<file path="config.mk">
export PLATFORM = sky130hd
export DESIGN_NAME = kanagawa_fifo_show_ahead_reader_flat
export DESIGN_NICKNAME = d
export VERILOG_FILES = /design/src/rtl/kanagawa_fifo_show_ahead_reader_if.sv /design/src/rtl/kanagawa_fifo_show_ahead_reader.sv /design/src/flat_wrapper.sv
export SDC_FILE = /design/constraint.sdc
export NUM_CORES = 1
export LEC_CHECK = 0
export ABC_AREA = 1
export BUFFER_PORTS_ARGS = -buffer_cell sky130_fd_sc_hd__buf_2
export CORE_MARGIN = 1
export CORE_UTILIZATION = 40
export CTS_BUF_LIST = sky130_fd_sc_hd__clkbuf_8
export CTS_CLUSTER_DIAMETER = 30
export DETAILED_ROUTE_END_ITERATION = 12
export PLACE_DENSITY_LB_ADDON = 0.3
export SYNTH_ARGS = -nofsm -noshare
export SYNTH_HDL_FRONTEND = slang
export SYNTH_SLANG_ARGS = --single-unit
</file>
<file path="constraint.sdc">
create_clock -name clk -period 5.5 [get_ports clk]
set_clock_uncertainty 0.05 [all_clocks]
set_input_delay 1.1 -clock clk [delete_from_list [all_inputs] [get_ports clk]]
set_output_delay 1.1 -clock clk [all_outputs]
set_load 0.02 [all_outputs]
</file>
<file path="src/rtl/kanagawa_fifo_show_ahead_reader_if.sv">
// Interface bundle for kanagawa_fifo_show_ahead_reader.
// It carries the tracker-side write/read signals and the show-ahead consumer stream.
// master: the tracker and consumer side. slave: the reader block.
interface kanagawa_fifo_show_ahead_reader_if #(
  parameter int WIDTH     = 32,
  parameter int LOG_DEPTH = 5,
  parameter int OCC_W     = 2
);
  logic                 wren_in;
  logic [LOG_DEPTH-1:0] wrptr_in;
  logic [WIDTH-1:0]     wrdata_in;
  logic                 empty_in;
  logic [LOG_DEPTH-1:0] rdptr_in;
  logic                 rdreq_out;
  logic                 valid_out;
  logic [WIDTH-1:0]     data_out;
  logic                 ready_in;
  logic [OCC_W-1:0]     occupancy_out;
  logic                 parity_err_out;

  modport master (
    output wren_in, wrptr_in, wrdata_in, empty_in, rdptr_in, ready_in,
    input  rdreq_out, valid_out, data_out, occupancy_out, parity_err_out
  );

  modport slave (
    input  wren_in, wrptr_in, wrdata_in, empty_in, rdptr_in, ready_in,
    output rdreq_out, valid_out, data_out, occupancy_out, parity_err_out
  );
endinterface

</file>
<file path="src/rtl/kanagawa_fifo_show_ahead_reader.sv">
// kanagawa_fifo_show_ahead_reader
// This block holds the FIFO storage RAM and the read-side skid buffer, and sits beside the pointer tracker.
// - RAM reads issued through rdreq_out return after RAM_LATENCY cycles.
// - Returned words land in a BUF_DEPTH-entry circular queue.
// - The queue presents a show-ahead valid/ready stream.
// - A read is only issued when a slot is guaranteed on return, so the queue cannot overflow.
// Optional build macro: KANAGAWA_FIFO_READER_PARITY_EN
// - When it is defined, the RAM stores an even-parity bit with each word.
// - The parity is checked as the word enters the queue and is reported at the head.
// RAM_LATENCY is legal for 1..3.
module kanagawa_fifo_show_ahead_reader #(
  parameter int WIDTH       = 32,
  parameter int DEPTH       = 32,
  parameter int LOG_DEPTH   = $clog2(DEPTH),
  parameter int RAM_LATENCY = 1
) (
  input logic clk,
  input logic rst,
  kanagawa_fifo_show_ahead_reader_if.slave bus
);
  localparam int BUF_DEPTH = RAM_LATENCY + 1;
  localparam int OCC_W     = $clog2(BUF_DEPTH + 1);
  localparam int PTR_W     = $clog2(BUF_DEPTH);
`ifdef KANAGAWA_FIFO_READER_PARITY_EN
  localparam int RAM_W     = WIDTH + 1;
`else
  localparam int RAM_W     = WIDTH;
`endif

  logic [RAM_W-1:0]       mem [DEPTH];
  logic [RAM_W-1:0]       wr_word;
  logic [LOG_DEPTH-1:0]   wr_addr;
  logic [LOG_DEPTH-1:0]   rd_addr;
  logic [RAM_W-1:0]       rd_pipe [RAM_LATENCY];
  logic [RAM_LATENCY-1:0] rd_vld;
  logic [WIDTH-1:0]       buf_data [BUF_DEPTH];
  logic [PTR_W-1:0]       head_q;
  logic [PTR_W-1:0]       tail_q;
  logic [OCC_W-1:0]       buf_cnt_q;
  logic [OCC_W-1:0]       occ_q;
  logic                   valid;
  logic                   pop;
  logic                   arrive;
  logic                   credit_ok;
  logic                   rdreq;

  function automatic logic [PTR_W-1:0] ptr_inc(input logic [PTR_W-1:0] p);
    return (p == PTR_W'(BUF_DEPTH - 1)) ? '0 : p + PTR_W'(1);
  endfunction

  assign wr_addr = bus.wrptr_in;
  assign rd_addr = bus.rdptr_in;
`ifdef KANAGAWA_FIFO_READER_PARITY_EN
  assign wr_word = {^bus.wrdata_in, bus.wrdata_in};
`else
  assign wr_word = bus.wrdata_in;
`endif

  assign valid  = (buf_cnt_q != '0);
  assign pop    = valid && bus.ready_in;
  assign arrive = rd_vld[RAM_LATENCY-1];

  // occ_q counts reads in flight plus buffered words.
  // A pop this cycle frees a slot in time for a word returning later.
  assign credit_ok = (occ_q != OCC_W'(BUF_DEPTH)) || pop;
  assign rdreq     = !rst && !bus.empty_in && credit_ok;

  // RAM storage plus a fixed-latency read pipeline.
  // A read and a write to the same address in one cycle return the old data.
  always_ff @(posedge clk) begin
    if (bus.wren_in) mem[wr_addr] <= wr_word;
    if (rdreq) rd_pipe[0] <= mem[rd_addr];
    for (int i = 1; i < RAM_LATENCY; i++) rd_pipe[i] <= rd_pipe[i-1];
  end

  // Tags that mark which read-pipeline stages hold a live word; reset drops in-flight reads.
  always_ff @(posedge clk) begin
    if (rst) begin
      rd_vld <= '0;
    end else begin
      rd_vld[0] <= rdreq;
      for (int i = 1; i < RAM_LATENCY; i++) rd_vld[i] <= rd_vld[i-1];
    end
  end

  // Skid-buffer pointers and counters; an arrival and a pop can happen in the same edge.
  always_ff @(posedge clk) begin
    if (rst) begin
      head_q    <= '0;
      tail_q    <= '0;
      buf_cnt_q <= '0;
      occ_q     <= '0;
    end else begin
      if (arrive) tail_q <= ptr_inc(tail_q);
      if (pop) head_q <= ptr_inc(head_q);
      buf_cnt_q <= buf_cnt_q + OCC_W'(arrive) - OCC_W'(pop);
      occ_q     <= occ_q + OCC_W'(rdreq) - OCC_W'(pop);
    end
  end

  // Skid-buffer data slots, written at the tail when a word returns from the RAM.
  always_ff @(posedge clk) begin
    if (arrive) buf_data[tail_q] <= rd_pipe[RAM_LATENCY-1][WIDTH-1:0];
  end

`ifdef KANAGAWA_FIFO_READER_PARITY_EN
  logic [BUF_DEPTH-1:0] buf_perr;

  // Per-entry parity verdict, captured when the word enters the buffer.
  always_ff @(posedge clk) begin
    if (arrive) buf_perr[tail_q] <= ^rd_pipe[RAM_LATENCY-1];
  end

  assign bus.parity_err_out = valid && buf_perr[head_q];
`else
  assign bus.parity_err_out = 1'b0;
`endif

  assign bus.rdreq_out     = rdreq;
  assign bus.valid_out     = valid;
  assign bus.data_out      = buf_data[head_q];
  assign bus.occupancy_out = occ_q;
endmodule
</file>
<file path="src/flat_wrapper.sv">
// flat-port wrapper written by rule: the top's interface ports become plain ports
module kanagawa_fifo_show_ahead_reader_flat 
#(
  parameter int WIDTH       = 32,
  parameter int DEPTH       = 32,
  parameter int LOG_DEPTH   = $clog2(DEPTH),
  parameter int RAM_LATENCY = 1
)
  (clk, rst, bus_wren_in, bus_wrptr_in, bus_wrdata_in, bus_empty_in, bus_rdptr_in, bus_ready_in, bus_rdreq_out, bus_valid_out, bus_data_out, bus_occupancy_out, bus_parity_err_out);
  kanagawa_fifo_show_ahead_reader_if #(.WIDTH(WIDTH), .LOG_DEPTH(LOG_DEPTH)) bus_i ();
  input logic clk;
  input logic rst;
  input wire logic [$bits(bus_i.wren_in)-1:0] bus_wren_in;
  input wire logic [$bits(bus_i.wrptr_in)-1:0] bus_wrptr_in;
  input wire logic [$bits(bus_i.wrdata_in)-1:0] bus_wrdata_in;
  input wire logic [$bits(bus_i.empty_in)-1:0] bus_empty_in;
  input wire logic [$bits(bus_i.rdptr_in)-1:0] bus_rdptr_in;
  input wire logic [$bits(bus_i.ready_in)-1:0] bus_ready_in;
  output wire logic [$bits(bus_i.rdreq_out)-1:0] bus_rdreq_out;
  output wire logic [$bits(bus_i.valid_out)-1:0] bus_valid_out;
  output wire logic [$bits(bus_i.data_out)-1:0] bus_data_out;
  output wire logic [$bits(bus_i.occupancy_out)-1:0] bus_occupancy_out;
  output wire logic [$bits(bus_i.parity_err_out)-1:0] bus_parity_err_out;
  assign bus_i.wren_in = bus_wren_in;
  assign bus_i.wrptr_in = bus_wrptr_in;
  assign bus_i.wrdata_in = bus_wrdata_in;
  assign bus_i.empty_in = bus_empty_in;
  assign bus_i.rdptr_in = bus_rdptr_in;
  assign bus_i.ready_in = bus_ready_in;
  assign bus_rdreq_out = bus_i.rdreq_out;
  assign bus_valid_out = bus_i.valid_out;
  assign bus_data_out = bus_i.data_out;
  assign bus_occupancy_out = bus_i.occupancy_out;
  assign bus_parity_err_out = bus_i.parity_err_out;
  kanagawa_fifo_show_ahead_reader #(.WIDTH(WIDTH), .DEPTH(DEPTH), .LOG_DEPTH(LOG_DEPTH), .RAM_LATENCY(RAM_LATENCY)) u_core (.clk(clk), .rst(rst), .bus(bus_i));
endmodule
</file>
==> results of run 1 <==
==> cells by family after synthesis <==
kind of cell / Yosys count / synth area share, %
and+or+nand+nor: 2270 / 20.95
DFF: 1128 / 74.40
buffers and inverters: 244 / 3.672
muxes: 32 / 0.7933
adders and majority gates: 4 / 0.1102
AOI/OAI and AO/OA: 2 / 0.03307
xor gates and xnor gates: 2 / 0.03857
other: 1 / 0.008256
==> placed cells by master, fill, tap and decap left out, drive strengths merged <==
master and n:
buf 142, bufinv 21, clkbuf 200, clkinv 68, clkinvlp 13, conb 1, dfxtp 8, diode 4
edfxtp 1120, ha 4, inv 74, mux2 32, nand2 1444, nand3 780, nor2 40, nor3 1
nor3b 4, o21a 1, o31ai 1, or2 1, xor2 2
==> per-layer routing <==
| layer | share of wire [%] | track usage, % | vias up | wire length, µm |
|---|---|---|---|---|
| met4 | 2.7 | 7.023 | 6 | 3150 |
| met1 | 44 | 28.34 | 14065 | 51650 |
| met3 | 7.8 | 4.200 | 210 | 9181 |
| met2 | 46 | 31.37 | 1082 | 53790 |
| met5 | 0.032 | 0 | - | 38 |
| li1 | - | - | 13197 | - |
==> per-stage QoR <==
| stage | util (%) | worst slack (ns) | area [µm²] | total power, W | hold WS (ns) |
|---|---|---|---|---|---|
| after floorplan | - | 2.132 | 45420 | 0.01077 | 0.3715 |
| after global placement | 41.76 | 1.872 | 46990 | 0.01127 | 0.3728 |
| after detailed placement | 41.76 | 1.808 | 46990 | 0.01129 | 0.3851 |
| after CTS | 45.37 | 2.078 | 51040 | 0.01911 | 0.3820 |
| after global routing | 45.37 | 2.021 | 51040 | 0.01961 | 0.4035 |
| final | 45.38 | 2.154 | 51050 | 0.01898 | 0.3849 |
==> power groups by stage <==
stage                     sequential, W  clock [W]  combinational, W
after global placement          0.00991          0           0.00136
after detailed placement        0.00992          0           0.00137
after CTS                       0.00974    0.00799           0.00138
after global routing            0.00975    0.00837           0.00150
final                           0.00974    0.00788           0.00137
after floorplan                 0.00989          0          0.000881
==> worst max path at each step <==
stage | to | cells past startpoint | startpoint | slack (ns)
6_report | bus_rdreq_out | 4 | u_core.buf_cnt_q[1]$_SDFF_PP0_ | 2.15
5_1_grt | bus_rdreq_out | 4 | u_core.buf_cnt_q[1]$_SDFF_PP0_ | 2.02
4_1_cts | bus_data_out[4] | 3 | flop | 2.08
3_5_place_dp | u_core.mem[3][23]$_DFFE_PP_ | 4 | bus_wren_in | 1.81
3_3_place_gp | u_core.mem[3][23]$_DFFE_PP_ | 4 | bus_wren_in | 1.87
2_1_floorplan | bus_rdreq_out | 4 | rst | 2.13
==> flip-flops by register name, indices dropped and copies added, names as in the netlist, named ones only <==
| register | count |
|---|---|
| u_core.arrive | 1 |
| u_core.rd_pipe | 32 |
| u_core.tail_q | 1 |
| u_core.head_q | 1 |
| u_core.buf_cnt_q | 2 |
| u_core.mem | 1024 |
| u_core.bus.occupancy_out | 2 |
| u_core.buf_data | 64 |
==> area by class of cell <==
type / count / area [µm²]
tap: 1500 / 1877
inverter: 20 / 103.9
antenna: 4 / 10.01
fill: 10084 / 61450
clock inverter: 156 / 1299
timing repair buffer: 142 / 1002
sequential: 1128 / 33790
clock buffer: 200 / 2753
multi-input combinational: 2311 / 10210
==> flow_summary.json, run 1 <==
{
  "ctsHoldBuffers": 0,
  "reg2reg_from": "u_core.buf_cnt_q[1]$_SDFF_PP0_",
  "core_um2": 112500,
  "min_path_cells": 0,
  "seq_area_frac_synth_pct": 74.40,
  "ioPinCount": 84,
  "synth_nets": 3734,
  "syn_to_final_growth_pct": 12.38,
  "critPathKind": "flop to primary output",
  "place_inst": 5101,
  "synth_cell_types": 24,
  "synth_top_area_cell": "edfxtp_1",
  "status": "finished, final reports clean",
  "max_freq_ghz": 0.2989,
  "power.leakage_nw": 18.64,
  "slowest_delay_ns": 0.43,
  "drt_wl_total_mm": 117.8,
  "grtUsageTotal_pct": 20.26,
  "post_cts_buffers": 0,
  "ys_seq_elements": 1128,
  "required_ns": 4.35,
  "clk_pin_slew_worst_paths_ns": 0.06,
  "powerDensity_nw_per_um2": 371.8,
  "crit_slowest_cell": "o31ai_1",
  "fin_tns_setup_ns": 0,
  "ant_nets": 0,
  "min_path_type": "flop to flop",
  "setup_viol": 0,
  "clock_power_share_pct": 41.5,
  "swShare_pct": 23.95,
  "yosys-top-cells-area": "edfxtp_1 74%, nand2_1 12%, nand3_1 8.6%, buf_6 1.9%, buf_2 1.1%",
  "regToRegSetupSlack_ns": 3.44,
  "p_seq_share_pct": 51.3,
  "syn_area_um2": 45420,
  "startpoint_type": "flop",
  "routedWlPerCell_um": 21.57,
  "clock_sinks": 1128,
  "worst_slew_pin_slew_ns": 1.371,
  "drive_above_1_share_pct": 12.03,
  "instances_no_fill": 5461,
  "p_int_w": 0.01444,
  "cap_violations": 0,
  "crit_path_cell_trace": "o21a_1 -> o31ai_1 -> clkinv_1 -> buf_2",
  "power.switching_w": 0.004546,
  "ys_warn_count": 0,
  "grt_pass1_vias": 27660,
  "hpwlAfterDp_mm": 61.05,
  "arrival_ns": 2.20,
  "reg2reg_depth": 8,
  "ys.flop_type": "edfxtp_1",
  "synth_most_common_cell": "nand2_1",
  "min_from": "u_core.rd_pipe[0][1]$_DFFE_PP_",
  "routed_via_density": 5.230,
  "die_x_um": 339.0,
  "rsz0062_at_grt": "no",
  "comb_power_share_pct": 7.2,
  "clockBufferDepth": 3,
  "dr.first_iter.drc_count": 2886,
  "cp_num_buf_inv": 2,
  "drc_errors": 0,
  "place.gp.congestion": 0.7606,
  "relSlewSlack_pct": 8.385,
  "hold_path_end": "u_core.buf_data[1][1]$_DFFE_PP_",
  "path_max_fanout": 5,
  "synth_edf_count": 1120,
  "slew_violations": 0,
  "async_flop_share_pct": 0,
  "synth_top_area_share_pct": 74.04,
  "nets": 3852,
  "cts-buffers-inserted": 198,
  "grt_first_pass_wirelength_mm": 174.8,
  "row_count": 123,
  "htreeDepth": 4,
  "cts_resized": 0,
  "initial_utilization_pct": 40.38,
  "rr_endpoint": "u_core.bus.occupancy_out[1]$_SDFF_PP0_",
  "vias": 28560,
  "ys_top_cells_by_count": "1444 x nand2_1, 1120 x edfxtp_1, 780 x nand3_1, 97 x buf_2, 77 x buf_6",
  "cts_tree": "yes",
  "irDropWorstVdd_mv": 0.2158,
  "fin_crit_ns": 3.346,
  "dr.pass1.iters": 7,
  "clockRootBuffer": "clkbuf_8",
  "syn_area_per_cell_um2": 12.33,
  "clk_latency_ns": 0.86,
  "hold_violations": 0,
  "crit_family": "compound AO/OA/AOI/OAI gates",
  "grt_max_degree": 220,
  "fin_crit_sh_pct": 60.83,
  "portBuffers": 82,
  "fp.dieH_um": 339.0,
  "dieArea_um2": 114900,
  "antenna_found_initial": 3,
  "synthCells": 3683,
  "grt_overflow": 0,
  "end_kind": "primary output"
}
Note: power is estimated with default switching activity, not from simulation.
==> inputs of run 2 (changes only) <==
Clock period 5.5 ns to 2.85 ns, I/O delays scaled along.
==> run 2 against run 1 <==
Net effect:
- via count is 2.2% higher
- die area stayed put
- count of clock-buffer cells in the layout is 16 higher
- global-route usage is 1.2 points higher
- register-to-register slack worse by 2.5 ns
- sequential share of layout area is 2.1 points lower
- first-iteration DRC count is 5.7% higher
- worst hold slack worse by 0.25 ns
- largest power group unchanged
- highest routed layer unchanged
==> flow_summary.json, run 2 (synthesized netlist as in run 1, its figures left out) <==
{
  "status": "finished, final reports clean",
  "clockRootBuffer": "clkbuf_8",
  "arrival_ns": 2.09,
  "setup_viol": 0,
  "critPathKind": "flop to primary output",
  "post_cts_buffers": 0,
  "crit_start": "u_core.buf_cnt_q[1]$_SDFF_PP0_",
  "fin_crit_ns": 2.711,
  "crit_slowest_cell": "dfxtp_1",
  "antenna_found_initial": 10,
  "worst_slew_pin_slew_ns": 0.6756,
  "regToRegSetupSlack_ns": 0.96,
  "rsz0062_at_grt": "no",
  "hold_violations": 0,
  "grt_max_degree": 121,
  "slew_violations": 0,
  "final_common_cell": "nand2_1",
  "power.total_w": 0.03814,
  "portBuffers": 82,
  "ioPinCount": 84,
  "drc_errors": 0,
  "reg2reg_from": "u_core.buf_cnt_q[1]$_SDFF_PP0_",
  "hpwlAfterDp_mm": 64.09,
  "syn_to_final_growth_pct": 16.05,
  "drive_above_1_share_pct": 14.27,
  "end_kind": "primary output",
  "cp_num_buf_inv": 2,
  "grtUsageTotal_pct": 21.48,
  "grt_overflow": 0,
  "reg_top3": "u_core.mem x1024, u_core.buf_data x64, u_core.rd_pipe x32",
  "crit_path_cell_trace": "o21a_1 -> o31ai_4 -> clkinv_1 -> buf_2",
  "ant_nets": 0,
  "routedWlPerCell_um": 22.29,
  "dieArea_um2": 114900,
  "relSlewSlack_pct": 54.96,
  "irDropWorstVdd_mv": 0.4706,
  "grt_pass1_vias": 28530,
  "clockBufferDepth": 3,
  "initial_utilization_pct": 40.38,
  "row_count": 123,
  "top_register": "u_core.mem",
  "die_x_um": 339.0,
  "powerDensity_nw_per_um2": 723.6,
  "required_ns": 2.23,
  "slowest_delay_ns": 0.33,
  "min_path_type": "input pin to flop",
  "path_max_fanout": 5,
  "fp.dieH_um": 339.0,
  "crit_family": "compound AO/OA/AOI/OAI gates",
  "grt_first_pass_wirelength_mm": 182.8,
  "routed_via_density": 5.249,
  "max_freq_ghz": 0.3688,
  "dr.pass1.iters": 6,
  "power.leakage_nw": 19.36,
  "min_from": "bus_wrdata_in[25]",
  "clock_sinks": 1128,
  "nets": 3935,
  "cts_tree": "yes",
  "final_cell_mix": "1444 x nand2_1, 1120 x edfxtp_1, 780 x nand3_1, 216 x clkbuf_8, 78 x buf_2",
  "vias": 29194,
  "clk_latency_ns": 0.88,
  "place.gp.congestion": 0.7646,
  "largest_reg_flops": 1024,
  "clk_pin_slew_worst_paths_ns": 0.06,
  "core_um2": 112500,
  "drt_wl_total_mm": 124.0,
  "cts-buffers-inserted": 215,
  "fin_crit_sh_pct": 95.13,
  "fin_tns_setup_ns": 0,
  "startpoint_type": "flop",
  "cap_violations": 0,
  "dr.first_iter.drc_count": 3050,
  "htreeDepth": 4
}
==> run 2: cell type report <==
type / count / area [µm²]
fillers: 9993 / 59790
flip-flops and latches: 1128 / 33790
multi-input cells: 2311 / 10220
clock buffers: 216 / 2973
repair buffers: 208 / 2145
well taps: 1500 / 1877
clock inverters: 174 / 1587
inverters: 20 / 103.9
diodes: 5 / 12.51
==> run 2: layer usage <==
metal / part of all wire, % / GRT usage [%] / wire [µm] / up-vias
met5: 0.052 / 0 / 64 / -
met4: 3.4 / 8.663 / 4215 / 12
met3: 7.8 / 4.167 / 9615 / 235
li1: - / - / - / 13385
met1: 43 / 29.55 / 52810 / 14387
met2: 46 / 33.50 / 57290 / 1175
==> run 2: final timing paths <==
path              depth (start not counted)                                     end
setup / recovery                          4                           bus_rdreq_out
hold / removal                            1            u_core.mem[31][25]$_DFFE_PP_
setup reg to reg                          8  u_core.bus.occupancy_out[1]$_SDFF_PP0_
hold reg to reg                           0        u_core.buf_data[0][29]$_DFFE_PP_
==> run 2: metrics by stage <==
step | instance area [µm²] | hold slack (ns) | cells | util, % | worst slack (ns)
2_1_floorplan | 45420 | 0.3715 | 3683 | - | 0.1535
6_report | 52710 | 0.1383 | 5562 | 46.86 | 0.1389
3_3_place_gp | 48100 | 0.3783 | 5165 | 42.76 | 0.4992
3_5_place_dp | 48100 | 0.3838 | 5165 | 42.76 | 0.4779
4_1_cts | 52690 | 0.06926 | 5557 | 46.83 | 0.009757
5_1_grt | 52710 | 0.1221 | 5559 | 46.85 | 0.03531
==> run 2: where the power goes <==
group / internal, W / switching (W)
Combinational: 0.000819 / 0.00189
Clock: 0.00954 / 0.00707
Sequential: 0.0186 / 0.000178
Total: 0.0290 / 0.00914
==> run 2: timing repair <==
item | 4_1_cts | 5_1_grt
cloned | 0 | 0
hold buffers | 2 | 0
gates resized for setup | 1 | 2
endpoints found under the hold margin | 8 | 0
setup endpoints to repair | 1 | 7
